$ cat config.mk
export PLATFORM = sky130hd
export DESIGN_NAME = flit_injector_flat
export DESIGN_NICKNAME = d
export VERILOG_FILES = /design/src/rtl/noc_pkg.sv /design/src/rtl/flit_injector_if.sv /design/src/rtl/golden_epoch.sv /design/src/rtl/flit_injector.sv /design/src/flat_wrapper.sv
export SDC_FILE = /design/constraint.sdc
export NUM_CORES = 1
export LEC_CHECK = 0
export ABC_AREA = 0
export CORE_MARGIN = 10
export CORE_UTILIZATION = 51
export CTS_CLUSTER_SIZE = 28
export DETAILED_ROUTE_END_ITERATION = 8
export PLACE_DENSITY = 0.8
export SYNTH_ARGS = -nofsm -noshare
export SYNTH_HDL_FRONTEND = slang
export SYNTH_SLANG_ARGS = --single-unit
$ cat constraint.sdc
create_clock -name clk -period 2.88 [get_ports clk]
set_input_delay 0.576 -clock clk [delete_from_list [all_inputs] [get_ports clk]]
set_output_delay 0.576 -clock clk [all_outputs]
set_load 0.02 [all_outputs]
$ cat src/rtl/noc_pkg.sv
// Flit format and shared types for the injector, arbiter and ejector.
// Layout: [31:16] payload, [15] golden, [14:8] packet id, [7:4] dest, [3:0] seq.
package noc_pkg;

   localparam int FLIT_W      = 32;
   localparam int PAYLOAD_LSB = 16;
   localparam int PAYLOAD_W   = 16;
   localparam int GOLD_BIT    = 15;
   localparam int PID_LSB     = 8;
   localparam int PID_W       = 7;
   localparam int DEST_LSB    = 4;
   localparam int DEST_W      = 4;
   localparam int SEQ_LSB     = 0;
   localparam int SEQ_W       = 4;

   typedef struct packed {
      logic [PAYLOAD_W-1:0] payload;
      logic                 gold;
      logic [PID_W-1:0]     pid;
      logic [DEST_W-1:0]    dest;
      logic [SEQ_W-1:0]     seq;
   } flit_t;

   typedef enum logic [0:0] {
      ST_IDLE = 1'b0,
      ST_SEND = 1'b1
   } inj_state_e;

   function automatic flit_t make_flit(input logic [PAYLOAD_W-1:0] payload,
                                       input logic                 gold,
                                       input logic [PID_W-1:0]     pid,
                                       input logic [DEST_W-1:0]    dest,
                                       input logic [SEQ_W-1:0]     seq);
      flit_t f;
      f.payload = payload;
      f.gold    = gold;
      f.pid     = pid;
      f.dest    = dest;
      f.seq     = seq;
      return f;
   endfunction

endpackage

$ cat src/rtl/flit_injector_if.sv
// Packet-in / flit-out bundle of the injector. Both channels use valid/ready:
// a beat transfers on a rising edge where valid and ready are both high; valid never drops before that.
interface flit_injector_if #(
   parameter int MAX_FLITS = 8
) ();

   logic                   pkt_valid;
   logic                   pkt_ready;
   logic [4:0]             pkt_len;
   logic [3:0]             pkt_dest;
   logic [16*MAX_FLITS-1:0] pkt_data;
   logic                   flit_valid;
   logic                   flit_ready;
   logic [31:0]            flit_out;
   logic                   len_err;

   // Upstream NI logic / router side driving the injector.
   modport master (
      output pkt_valid, pkt_len, pkt_dest, pkt_data, flit_ready,
      input  pkt_ready, flit_valid, flit_out, len_err
   );

   // The injector itself.
   modport slave (
      input  pkt_valid, pkt_len, pkt_dest, pkt_data, flit_ready,
      output pkt_ready, flit_valid, flit_out, len_err
   );

endinterface

$ cat src/rtl/golden_epoch.sv
// Free-running epoch counter; golden_pid advances on every epoch wrap so that
// every node instantiating this block agrees on which packet id is golden.
module golden_epoch
   import noc_pkg::*;
#(
   parameter int EPOCH_CYCLES = 256
) (
   input  logic             clk,
   input  logic             rst,
   output logic [PID_W-1:0] golden_pid_o
);

   localparam int CNT_W = $clog2(EPOCH_CYCLES);

   logic [CNT_W-1:0] cnt_q, cnt_d;
   logic [PID_W-1:0] gpid_q, gpid_d;
   logic             wrap;

   always_comb begin
      wrap   = (cnt_q == CNT_W'(EPOCH_CYCLES - 1));
      cnt_d  = wrap ? '0 : cnt_q + CNT_W'(1);
      gpid_d = wrap ? gpid_q + PID_W'(1) : gpid_q;
   end

   always_ff @(posedge clk) begin
      if (rst) begin
         cnt_q  <= '0;
         gpid_q <= '0;
      end else begin
         cnt_q  <= cnt_d;
         gpid_q <= gpid_d;
      end
   end

   assign golden_pid_o = gpid_q;

endmodule

$ cat src/rtl/flit_injector.sv
// Network-interface transmitter: takes a whole packet, then streams it as
// stamped 32-bit flits at one flit per cycle into a router input port.
module flit_injector
   import noc_pkg::*;
#(
   parameter int MAX_FLITS    = 8,
   parameter int EPOCH_CYCLES = 256
) (
   input  logic             clk,
   input  logic             rst,
   flit_injector_if.slave   io,
   output inj_state_e       dbg_state_o
);

   localparam int DEPTH = 1 << SEQ_W;

   inj_state_e          state_q, state_d;
   logic [PAYLOAD_W-1:0] data_q [DEPTH];
   logic [PAYLOAD_W-1:0] data_d [DEPTH];
   logic [4:0]          len_q, len_d;
   logic [DEST_W-1:0]   dest_q, dest_d;
   logic                gold_q, gold_d;
   logic [PID_W-1:0]    pid_q, pid_d;
   logic [SEQ_W-1:0]    seq_q, seq_d;
   logic                fv_q, fv_d;
   flit_t               flit_q, flit_d;
   logic                len_err_q, len_err_d;
   logic [PID_W-1:0]    golden_pid;
   logic                len_ok;
   logic                last_flit;

   golden_epoch #(
      .EPOCH_CYCLES (EPOCH_CYCLES)
   ) u_epoch (
      .clk          (clk),
      .rst          (rst),
      .golden_pid_o (golden_pid)
   );

   always_comb begin
      len_ok    = (io.pkt_len != 5'd0) && (io.pkt_len <= 5'(MAX_FLITS));
      last_flit = ({1'b0, seq_q} == (len_q - 5'd1));

      state_d   = state_q;
      data_d    = data_q;
      len_d     = len_q;
      dest_d    = dest_q;
      gold_d    = gold_q;
      pid_d     = pid_q;
      seq_d     = seq_q;
      fv_d      = fv_q;
      flit_d    = flit_q;
      len_err_d = 1'b0;

      case (state_q)
         ST_IDLE: begin
            if (io.pkt_valid) begin
               if (len_ok) begin
                  for (int k = 0; k < MAX_FLITS; k++) begin
                     data_d[k] = io.pkt_data[16*k +: 16];
                  end
                  len_d   = io.pkt_len;
                  dest_d  = io.pkt_dest;
                  gold_d  = (pid_q == golden_pid);
                  seq_d   = '0;
                  flit_d  = make_flit(io.pkt_data[15:0], gold_d, pid_q, io.pkt_dest, '0);
                  fv_d    = 1'b1;
                  state_d = ST_SEND;
               end else begin
                  // Illegal length: the packet is swallowed, only the error pulse remains.
                  len_err_d = 1'b1;
               end
            end
         end
         ST_SEND: begin
            if (fv_q && io.flit_ready) begin
               if (last_flit) begin
                  fv_d    = 1'b0;
                  pid_d   = pid_q + PID_W'(1);
                  state_d = ST_IDLE;
               end else begin
                  seq_d  = seq_q + SEQ_W'(1);
                  flit_d = make_flit(data_q[seq_d], gold_q, pid_q, dest_q, seq_d);
               end
            end
         end
         default: state_d = ST_IDLE;
      endcase
   end

   always_ff @(posedge clk) begin
      if (rst) begin
         state_q   <= ST_IDLE;
         for (int k = 0; k < DEPTH; k++) begin
            data_q[k] <= '0;
         end
         len_q     <= '0;
         dest_q    <= '0;
         gold_q    <= 1'b0;
         pid_q     <= '0;
         seq_q     <= '0;
         fv_q      <= 1'b0;
         flit_q    <= '0;
         len_err_q <= 1'b0;
      end else begin
         state_q   <= state_d;
         data_q    <= data_d;
         len_q     <= len_d;
         dest_q    <= dest_d;
         gold_q    <= gold_d;
         pid_q     <= pid_d;
         seq_q     <= seq_d;
         fv_q      <= fv_d;
         flit_q    <= flit_d;
         len_err_q <= len_err_d;
      end
   end

   assign io.pkt_ready  = (state_q == ST_IDLE);
   assign io.flit_valid = fv_q;
   assign io.flit_out   = flit_q;
   assign io.len_err    = len_err_q;
   assign dbg_state_o   = state_q;

endmodule

$ cat src/flat_wrapper.sv
// flat-port wrapper written by rule: the top's interface ports become plain ports
module flit_injector_flat import noc_pkg::*;
#(
   parameter int MAX_FLITS    = 8,
   parameter int EPOCH_CYCLES = 256
)
  (clk, rst, dbg_state_o, io_pkt_valid, io_pkt_len, io_pkt_dest, io_pkt_data, io_flit_ready, io_pkt_ready, io_flit_valid, io_flit_out, io_len_err);
  flit_injector_if #(.MAX_FLITS(MAX_FLITS)) io_i ();
  input  logic clk;
  input  logic rst;
  output inj_state_e dbg_state_o;
  input wire logic [$bits(io_i.pkt_valid)-1:0] io_pkt_valid;
  input wire logic [$bits(io_i.pkt_len)-1:0] io_pkt_len;
  input wire logic [$bits(io_i.pkt_dest)-1:0] io_pkt_dest;
  input wire logic [$bits(io_i.pkt_data)-1:0] io_pkt_data;
  input wire logic [$bits(io_i.flit_ready)-1:0] io_flit_ready;
  output wire logic [$bits(io_i.pkt_ready)-1:0] io_pkt_ready;
  output wire logic [$bits(io_i.flit_valid)-1:0] io_flit_valid;
  output wire logic [$bits(io_i.flit_out)-1:0] io_flit_out;
  output wire logic [$bits(io_i.len_err)-1:0] io_len_err;
  assign io_i.pkt_valid = io_pkt_valid;
  assign io_i.pkt_len = io_pkt_len;
  assign io_i.pkt_dest = io_pkt_dest;
  assign io_i.pkt_data = io_pkt_data;
  assign io_i.flit_ready = io_flit_ready;
  assign io_pkt_ready = io_i.pkt_ready;
  assign io_flit_valid = io_i.flit_valid;
  assign io_flit_out = io_i.flit_out;
  assign io_len_err = io_i.len_err;
  flit_injector #(.MAX_FLITS(MAX_FLITS), .EPOCH_CYCLES(EPOCH_CYCLES)) u_core (.clk(clk), .rst(rst), .io(io_i), .dbg_state_o(dbg_state_o));
endmodule
After elaboration in Yosys (flattened, before gate mapping)
Cells that the tools add are included.
{"block": "totals", "reg_bits": 199, "rom_bits": 0, "mem_count": 0, "input_bits": 141, "ramBits": 0, "latch_bits": 0, "output_inout_bits": 36, "elab_cells": 74}
{"block": "classes", "eq_ne": 8, "bitwise": 3, "n_reduce_logical": 9, "n_addsub": 5, "shift": 0, "div_mod_pow": 0, "n_mul": 0, "n_lt_le_gt_ge": 2, "mux": 24}
{"cell": "$mux 32", "n": 4}
{"cell": "$bmux 16 s4", "n": 1}
{"cell": "$pmux 32 s2", "n": 1}
{"cell": "$mux 16", "n": 2}
{"cell": "$mux 4", "n": 4}
{"cell": "$add 7x1->7 const B", "n": 2}
{"cell": "$mux 1", "n": 9}
{"cell": "$add 8x1->8 const B", "n": 1}
{"cell": "$eq 8x8->1 const B", "n": 1}
{"cell": "$ne 2x2->1 const B", "n": 4}
{"cell": "$pmux 4 s2", "n": 1}
{"cell": "$reduce_and 4->1", "n": 2}
{"cell": "$eq 7x7->1", "n": 1}
{"cell": "$reduce_and 3->1", "n": 2}
{"cell": "$eq 4x5->1", "n": 1}
{"cell": "$ge 5x5->1 const B", "n": 1}
{"cell": "$le 5x4->1 const B", "n": 1}
{"cell": "$not 4->5", "n": 1}
{"cell": "$reduce_bool 5->1", "n": 1}
{"cell": "$sub 5x1->5 const B", "n": 1}
{"cell": "$add 4x1->4 const B", "n": 1}
{"cell": "$pmux 1 s2", "n": 2}
{"cell": "$reduce_or 3->1", "n": 1}
{"cell": "$logic_and 1x1->1", "n": 2}
{"cell": "other kinds (3)", "n": 4}

Longest topological paths before layout
Gate-level depths: netlist (run 1).
{"block": "depth", "word_depth": 8, "ltp_mapped": 9, "ltp_nobuf": 7}

By module
From an unflattened synthesis (run 1), not the netlist that was laid out.
{"block": "unflattened", "cells_unflattened": 1003, "area_unflattened_um2": 8558.2}
{"mod": "flit_injector", "seq_area_each_um2": 3603.5, "n_inst": 1, "cells_each": 925, "area_per_inst_um2": 7873.8}
{"mod": "golden_epoch", "seq_area_each_um2": 300.3, "n_inst": 1, "cells_each": 78, "area_per_inst_um2": 684.4}

Least setup slack after synthesis (run 1)
No wires, ideal clock.
{"block": "synth_timing", "path_type": "register to register", "start": "register, netlist name u_core.io.flit_out[1]", "end": "register u_core.flit_q, in the netlist u_core.io.flit_out[19]", "synth_period_minus_slack_ns": 2.261, "stages_incl_launch_ff": 9, "setup_slack_ns": 0.619, "t_arrival_ns": 2.115, "required_ns": 2.734, "n_path_buf": 2, "setup_ns": 0.146, "cell_sequence": "dfxtp_1 ha_1 buf_2 buf_2 mux4_2 mux2i_1 nor2_1 a21oi_1 a211oi_2"}
{"item": "end signal: assignment", "line_no": "flit_injector.sv:114", "source": "flit_q <= flit_d;"}
{"item": "end: declaration", "line_no": "flit_injector.sv:26", "source": "flit_t flit_q, flit_d;"}

Worst setup path in the final report (run 1)
{"block": "layout_timing", "start": "register u_core.flit_q, in the netlist u_core.io.flit_out[0]", "end": "output port io_flit_out[0]"}
{"item": "end: declaration", "line_no": "flat_wrapper.sv:19", "source": "output wire logic [$bits(io_i.flit_out)-1:0] io_flit_out;"}
No word-level cell between the ends.

==> results of run 1 <==
cells in the mapped netlist, types with 2 or more instances:
cell type  count  area share
nand3_1       15      0.0088
nor3_1         8      0.0047
clkbuf_1      27       0.012
and4_1         2      0.0021
o21ai_0       14      0.0082
mux4_2        32       0.085
dfxtp_1      195        0.46
mux2i_1       23       0.027
and3_1         5      0.0037
inv_1          4      0.0018
buf_12         2      0.0047
ha_1           5      0.0074
buf_2         43       0.025
xor2_1        12       0.012
o211ai_1       2      0.0018
nor2_1        36       0.016
o31ai_1        2      0.0018
nor2b_1        4      0.0029
xnor2_1       12       0.012
or4_1          2      0.0018
nand2_1      279        0.12
nand4_1        3      0.0022
buf_4          2      0.0018
nor4_1         2      0.0015
or3_1          4      0.0029
a211oi_2      20       0.029
and2_1         2      0.0015
a21oi_1      188        0.11
critical path: stages (launching register included):
cell,delay [ps]
dfxtp_2,330
buf_4,540
clkdlybuf4s50_1,760
placed cells by master, fill, tap and decap left out, drive strengths merged, types with 6 or more instances in the layout:
cell / Yosys / routed
nand3: 15 / 15
nand2: 280 / 280
mux4: 32 / 32
clkdlybuf4s50: 0 / 175
nor3: 8 / 8
xor2: 12 / 12
nor2: 37 / 37
o21ai: 15 / 15
clkbuf: 27 / 19
buf: 48 / 21
clkinv: 1 / 6
dfxtp: 195 / 195
a21oi: 188 / 188
a211oi: 21 / 21
xnor2: 13 / 13
mux2i: 23 / 23
logic make-up (layout without fill, tap and decap cells):
kind of cell | Yosys count | in the layout
AOI/OAI and AO/OA | 240 | 240
other | 0 | 1
and+or+nand+nor | 369 | 369
xor gates and xnor gates | 25 | 25
muxes | 56 | 56
buffers and inverters | 80 | 232
DFF | 195 | 195
adders and majority gates | 5 | 5
where the power goes:
| part | switching [µW] | internal (µW) | leakage, µW | total [µW] |
|---|---|---|---|---|
| logic | 324 | 347 | 0.00197 | 671 |
| registers | 54.3 | 2790 | 0.00158 | 2850 |
| clock network | 1040 | 1410 | 0.000293 | 2450 |
per-stage QoR:
stage / std cells / setup WS, ps
global route: 1343 / 153
detailed placement: 1311 / 120
CTS: 1342 / 218
floorplan: 970 / 619
finish: 1343 / 244
global placement: 1311 / 148
per-layer routing:
metal,routed length [µm],part of all wire,track usage,vias to the layer above
li1,-,-,-,3608
met1,10100,0.42,0.265,3568
met2,11800,0.49,0.352,233
met3,1810,0.075,0.0595,35
met4,559,0.023,0.0854,0
met5,0,0,0,-
path summary, 6_finish.rpt:
| kind | startpoint | endpoint | slack [ps] | cells past startpoint |
|---|---|---|---|---|
| hold / removal | u_core.data_q[128] | u_core.data_q[128] | 450 | 2 |
| hold reg to reg | u_core.data_q[128] | u_core.data_q[128] | 450 | 2 |
| setup reg to reg | u_core.io.flit_out[1] | u_core.io.flit_out[29] | 440 | 7 |
| setup / recovery | u_core.io.flit_out[0] | io_flit_out[0] | 240 | 2 |
sequential cells by signal (all words and copies together) (netlist names):
register                     count
u_core.data_q                  128
u_core.dbg_state_o               1
u_core.dest_q                    4
u_core.gold_q                    1
u_core.io.flit_out              31
u_core.io.flit_valid             1
u_core.io.len_err                1
u_core.len_q                     5
u_core.pid_q                     7
u_core.seq_q                     1
u_core.u_epoch.cnt_q             8
u_core.u_epoch.golden_pid_o      7
cell type report:
| type | count | area (µm²) | area share |
|---|---|---|---|
| multi-input cells | 695 | 4220 | 0.383 |
| inverters | 5 | 18.8 | 0.00170 |
| clock inverters | 12 | 156 | 0.0142 |
| clock buffers | 19 | 453 | 0.0410 |
| flip-flops and latches | 195 | 3910 | 0.354 |
| well taps | 220 | 275 | 0.0249 |
| repair buffers | 196 | 2000 | 0.181 |
| diodes | 1 | 2.50 | 0.000227 |
==> results.sh, run 1 <==
export IMPL_status="finished clean"
export IMPL_gp_congestion=0.828
export IMPL_dr_total_vias=7444
export IMPL_cts_root_buf="clkbuf_16"
export IMPL_stdcell_area_um2=11000
export IMPL_core_area_um2=16500
export IMPL_worst_slew_pin_slew_ps=670
export IMPL_grt_antenna_before_repair=1
export IMPL_synth_compound_area_frac=0.167
export IMPL_synth_xor_area_frac=0.0266
export IMPL_nNetsFinal=1256
export IMPL_path_clk_slew_ps=70
export IMPL_p_leak_uw=0.00385
export IMPL_fin_util=0.670
export IMPL_hold_viol=0
export IMPL_post_cts_setup_buffers=0
export IMPL_clock_sinks=195
export IMPL_syn_cell_area_um2=8510
export IMPL_max_slew_margin=0.553
export IMPL_drive_above_1_share=0.106
export IMPL_fin_crit_sh=0.915
export IMPL_grt_overflow_total=0
export IMPL_finalCriticalPeriod_ps=2640
export IMPL_fp_dieH_um=149
export IMPL_setup_tns_ps=0
export IMPL_max_cap_violations=0
export IMPL_synthMuxAreaShare=0.113
export IMPL_cp_max_fo=38
export IMPL_synthAdderAreaFrac=0.00735
export IMPL_skew_ps=8.89
export IMPL_rsz0062_at_grt="false"
export IMPL_first_global_vias=7435
export IMPL_cts_buffers=17
export IMPL_clk_latency_ps=430
export IMPL_powerDensity_nw_per_um2=541
export IMPL_n_fill_cell=1300
export IMPL_ant_nets=0
export IMPL_dieArea_um2=22300
export IMPL_num_rows=47
export IMPL_ys_flop_type="dfxtp_1"
export IMPL_arrival_ps=2060
export IMPL_cts_tree="built"
export IMPL_synth_simple_gate_area_share=0.180
export IMPL_synth_cells=970
export IMPL_avgRoutedWirePerCell_um=18.0
export IMPL_syn_avg_cell_area_um2=8.77
export IMPL_power_total_uw=5970
export IMPL_clockBufferDepth=2
export IMPL_required_ps=2300
export IMPL_synth_nets=1116
export IMPL_drt_iter0_drc=724
export IMPL_drc=0
export IMPL_cp_start_kind="flip-flop"
export IMPL_hpwl_um=16800
export IMPL_drt_pass1_iterations=5
export IMPL_start_util=0.517
export IMPL_yosys_warnings=0
export IMPL_synthDistinctLibCells=53
export IMPL_ctsResizeCount=0
export IMPL_postRouteWirelength_um=24200
export IMPL_seq_area_frac_synth=0.459
export IMPL_worst_setup_path_type="reg2out"
export IMPL_placed_cell_area_um2=10400
export IMPL_port_buffer_count=176
export IMPL_synth_edf_count=0
export IMPL_io_pins=177
export IMPL_fmax_ghz=0.379
export IMPL_critPathCaptureType="output port"
export IMPL_grt_max_degree=107
export IMPL_grt_pass1_wl_um=38500
export IMPL_drv_slew=0
export IMPL_synth_top_family_by_area="simple AND/OR/NAND/NOR gates"
export IMPL_async_flop_share=0
export IMPL_ir_worst_vdd_uv=435
export IMPL_finalSetupViolations=0
export IMPL_vias_per_cell=5.54
export IMPL_hold_path_class="reg2reg"
export IMPL_hold_ws_ps=452
export IMPL_htree_levels=4
export IMPL_grt_usage=0.216
export IMPL_synth_ff_latch_count=195
export IMPL_area_growth_pct=29.7
export IMPL_ctsHoldBuffers=0
export IMPL_die_w_um=149
Note: power is estimated with default switching activity, not from simulation.
==> inputs of run 2 (changes only) <==
- CORE_UTILIZATION: 51 -> 53
- CTS_BUF_LIST: unset -> sky130_fd_sc_hd__clkbuf_4 sky130_fd_sc_hd__clkbuf_8
- PLACE_DENSITY: 0.8 -> 0.82
- clock period: 2.88 -> 2.58 ns (I/O delays scaled with it)
==> results.sh, run 2 (synthesized netlist as in run 1, its figures left out) <==
export IMPL_fp_dieH_um=147
export IMPL_power_frac_seq=0.529
export IMPL_grt_usage=0.218
export IMPL_drive_above_1_share=0.116
export IMPL_worst_slew_pin_slew_ps=1230
export IMPL_critPathCaptureType="output port"
export IMPL_num_rows=46
export IMPL_htree_levels=4
export IMPL_pwr_share_clk=0.346
export IMPL_area_growth_pct=28.1
export IMPL_grt_antenna_before_repair=0
export IMPL_fin_util=0.689
export IMPL_internal_power_uw=4510
export IMPL_switching_power_uw=1500
export IMPL_worstPathCellList="buf_6 -> clkdlybuf4s50_1"
export IMPL_status="finished clean"
export IMPL_nNetsFinal=1268
export IMPL_cts_buffers=17
export IMPL_postRouteWirelength_um=23900
export IMPL_avgRoutedWirePerCell_um=17.7
export IMPL_finalSetupViolations=0
export IMPL_cts_root_buf="clkbuf_8"
export IMPL_port_buffer_count=176
export IMPL_grt_util_met2=0.364
export IMPL_slowest_stage="clkdlybuf4s50_1"
export IMPL_hpwl_um=17100
export IMPL_hold_viol=0
export IMPL_powerDensity_nw_per_um2=552
export IMPL_grt_pass1_wl_um=38000
export IMPL_worst_setup_path_type="reg2out"
export IMPL_vias_per_cell=5.50
export IMPL_clockBufferDepth=2
export IMPL_drt_pass1_iterations=6
export IMPL_stdcell_area_um2=10900
export IMPL_rsz0062_at_grt="false"
export IMPL_cts_tree="built"
export IMPL_antenna_cells=0
export IMPL_grt_overflow_total=0
export IMPL_start_util=0.538
export IMPL_ctsHoldBuffers=0
export IMPL_grt_met3_usage=0.0528
export IMPL_top_register="u_core.data_q"
export IMPL_largest_register_ffs=128
export IMPL_multiInputGateArea_um2=4220
export IMPL_pwr_share_comb=0.126
export IMPL_reg2reg_setup_slack_ps=200
export IMPL_drc=0
export IMPL_dr_total_vias=7426
export IMPL_required_ps=2060
export IMPL_die_w_um=147
export IMPL_hold_path_class="in2reg"
export IMPL_gp_congestion=0.834
export IMPL_ir_worst_vdd_uv=480
export IMPL_fin_crit_sh=0.947
export IMPL_drv_slew=0
export IMPL_dieArea_um2=21500
export IMPL_max_slew_margin=0.176
export IMPL_max_cap_violations=0
export IMPL_regArea_um2=3910
export IMPL_core_area_um2=15800
export IMPL_n_fill_cell=1235
export IMPL_cp_start_kind="flip-flop"
export IMPL_first_global_vias=7117
export IMPL_grt_max_degree=121
export IMPL_final_cell_mix="nand2_1 (279), dfxtp_1 (194), a21oi_1 (188), clkdlybuf4s50_1 (175), nor2_1 (36)"
export IMPL_drt_iter0_drc=569
export IMPL_finalCriticalPeriod_ps=2440
export IMPL_grt_use_met1=0.273
export IMPL_clk_latency_ps=470
export IMPL_fmax_ghz=0.409
export IMPL_clock_sinks=195
export IMPL_final_common_cell="nand2_1"
export IMPL_setup_tns_ps=0
export IMPL_ant_nets=0
export IMPL_netSwitchingFraction=0.249
export IMPL_arrival_ps=1930
export IMPL_io_pins=177
export IMPL_skew_ps=15.6
export IMPL_grt_busiest_layer="met2"
export IMPL_cp_max_fo=38
export IMPL_path_clk_slew_ps=90
export IMPL_p_leak_uw=0.00382
export IMPL_placed_cell_area_um2=10500
export IMPL_slowest_delay_ps=710
export IMPL_post_cts_setup_buffers=0
run 2: changes by cell type in the layout (fill, tap and decap cells not counted), sizes merged:
cell,before,now
buf,21,33
clkbuf,19,20
clkinv,6,4
clkinvlp,3,2
diode,1,0
inv,5,7
run 2: stage by stage:
stage | setup WS [ps] | power [µW] | cells | hold slack, ps
after detailed placement | 44.0 | 4000 | 1319 | 443
after floorplan | 319 | 3610 | 970 | 431
after CTS | 99.2 | 6040 | 1350 | 375
after global routing | 33.6 | 6240 | 1350 | 379
final | 136 | 6010 | 1350 | 396
after global placement | 63.1 | 3980 | 1319 | 438
run 2: layer usage:
metal,up-vias,wire length [µm]
li1,3634,-
met1,3511,10200
met2,250,11700
met3,31,1540
met4,0,455
met5,-,0
run 2: layout make-up:
type                    count  share of cell area
multi-input cells         695               0.387
flip-flops and latches    195               0.358
repair buffers            208               0.190
well taps                 216              0.0248
clock buffers              20              0.0241
clock inverters            11              0.0137
inverters                   5             0.00172
run 2: path summary, 6_finish.rpt:
kind	to	depth (start not counted)	start
worst max-delay path	io_flit_out[0]	2	u_core.io.flit_out[0]
worst min-delay path	u_core.dbg_state_o	2	rst
worst max register to register	u_core.io.flit_out[31]	7	u_core.io.flit_out[0]
worst min register to register	u_core.data_q[252]	2	u_core.data_q[252]
run 2: worst max-delay path: cells and delay by family (launching register included):
| family | cells | cell delay [ps] |
|---|---|---|
| DFF | 1 | 340 |
| buffers and inverters | 2 | 1120 |
run 2: repair_timing:
item / 4_1_cts / 5_1_grt
hold endpoints to repair: 0 / 0
endpoints found under the setup margin: 1 / 0
gates resized for setup: 1 / 0
run 2: power by group through the flow:
stage,logic (µW),registers [µW],clock network (µW)
after CTS,757,3170,2110
after global routing,816,3190,2230
after global placement,739,3240,0
after detailed placement,752,3240,0
after floorplan,352,3250,0
final,756,3180,2080
==> inputs of run 3 (changes only) <==
- ABC_AREA: 0 -> unset
==> results of run 3 <==
The final DEF is identical to that of run 2; final timing and power are the same.
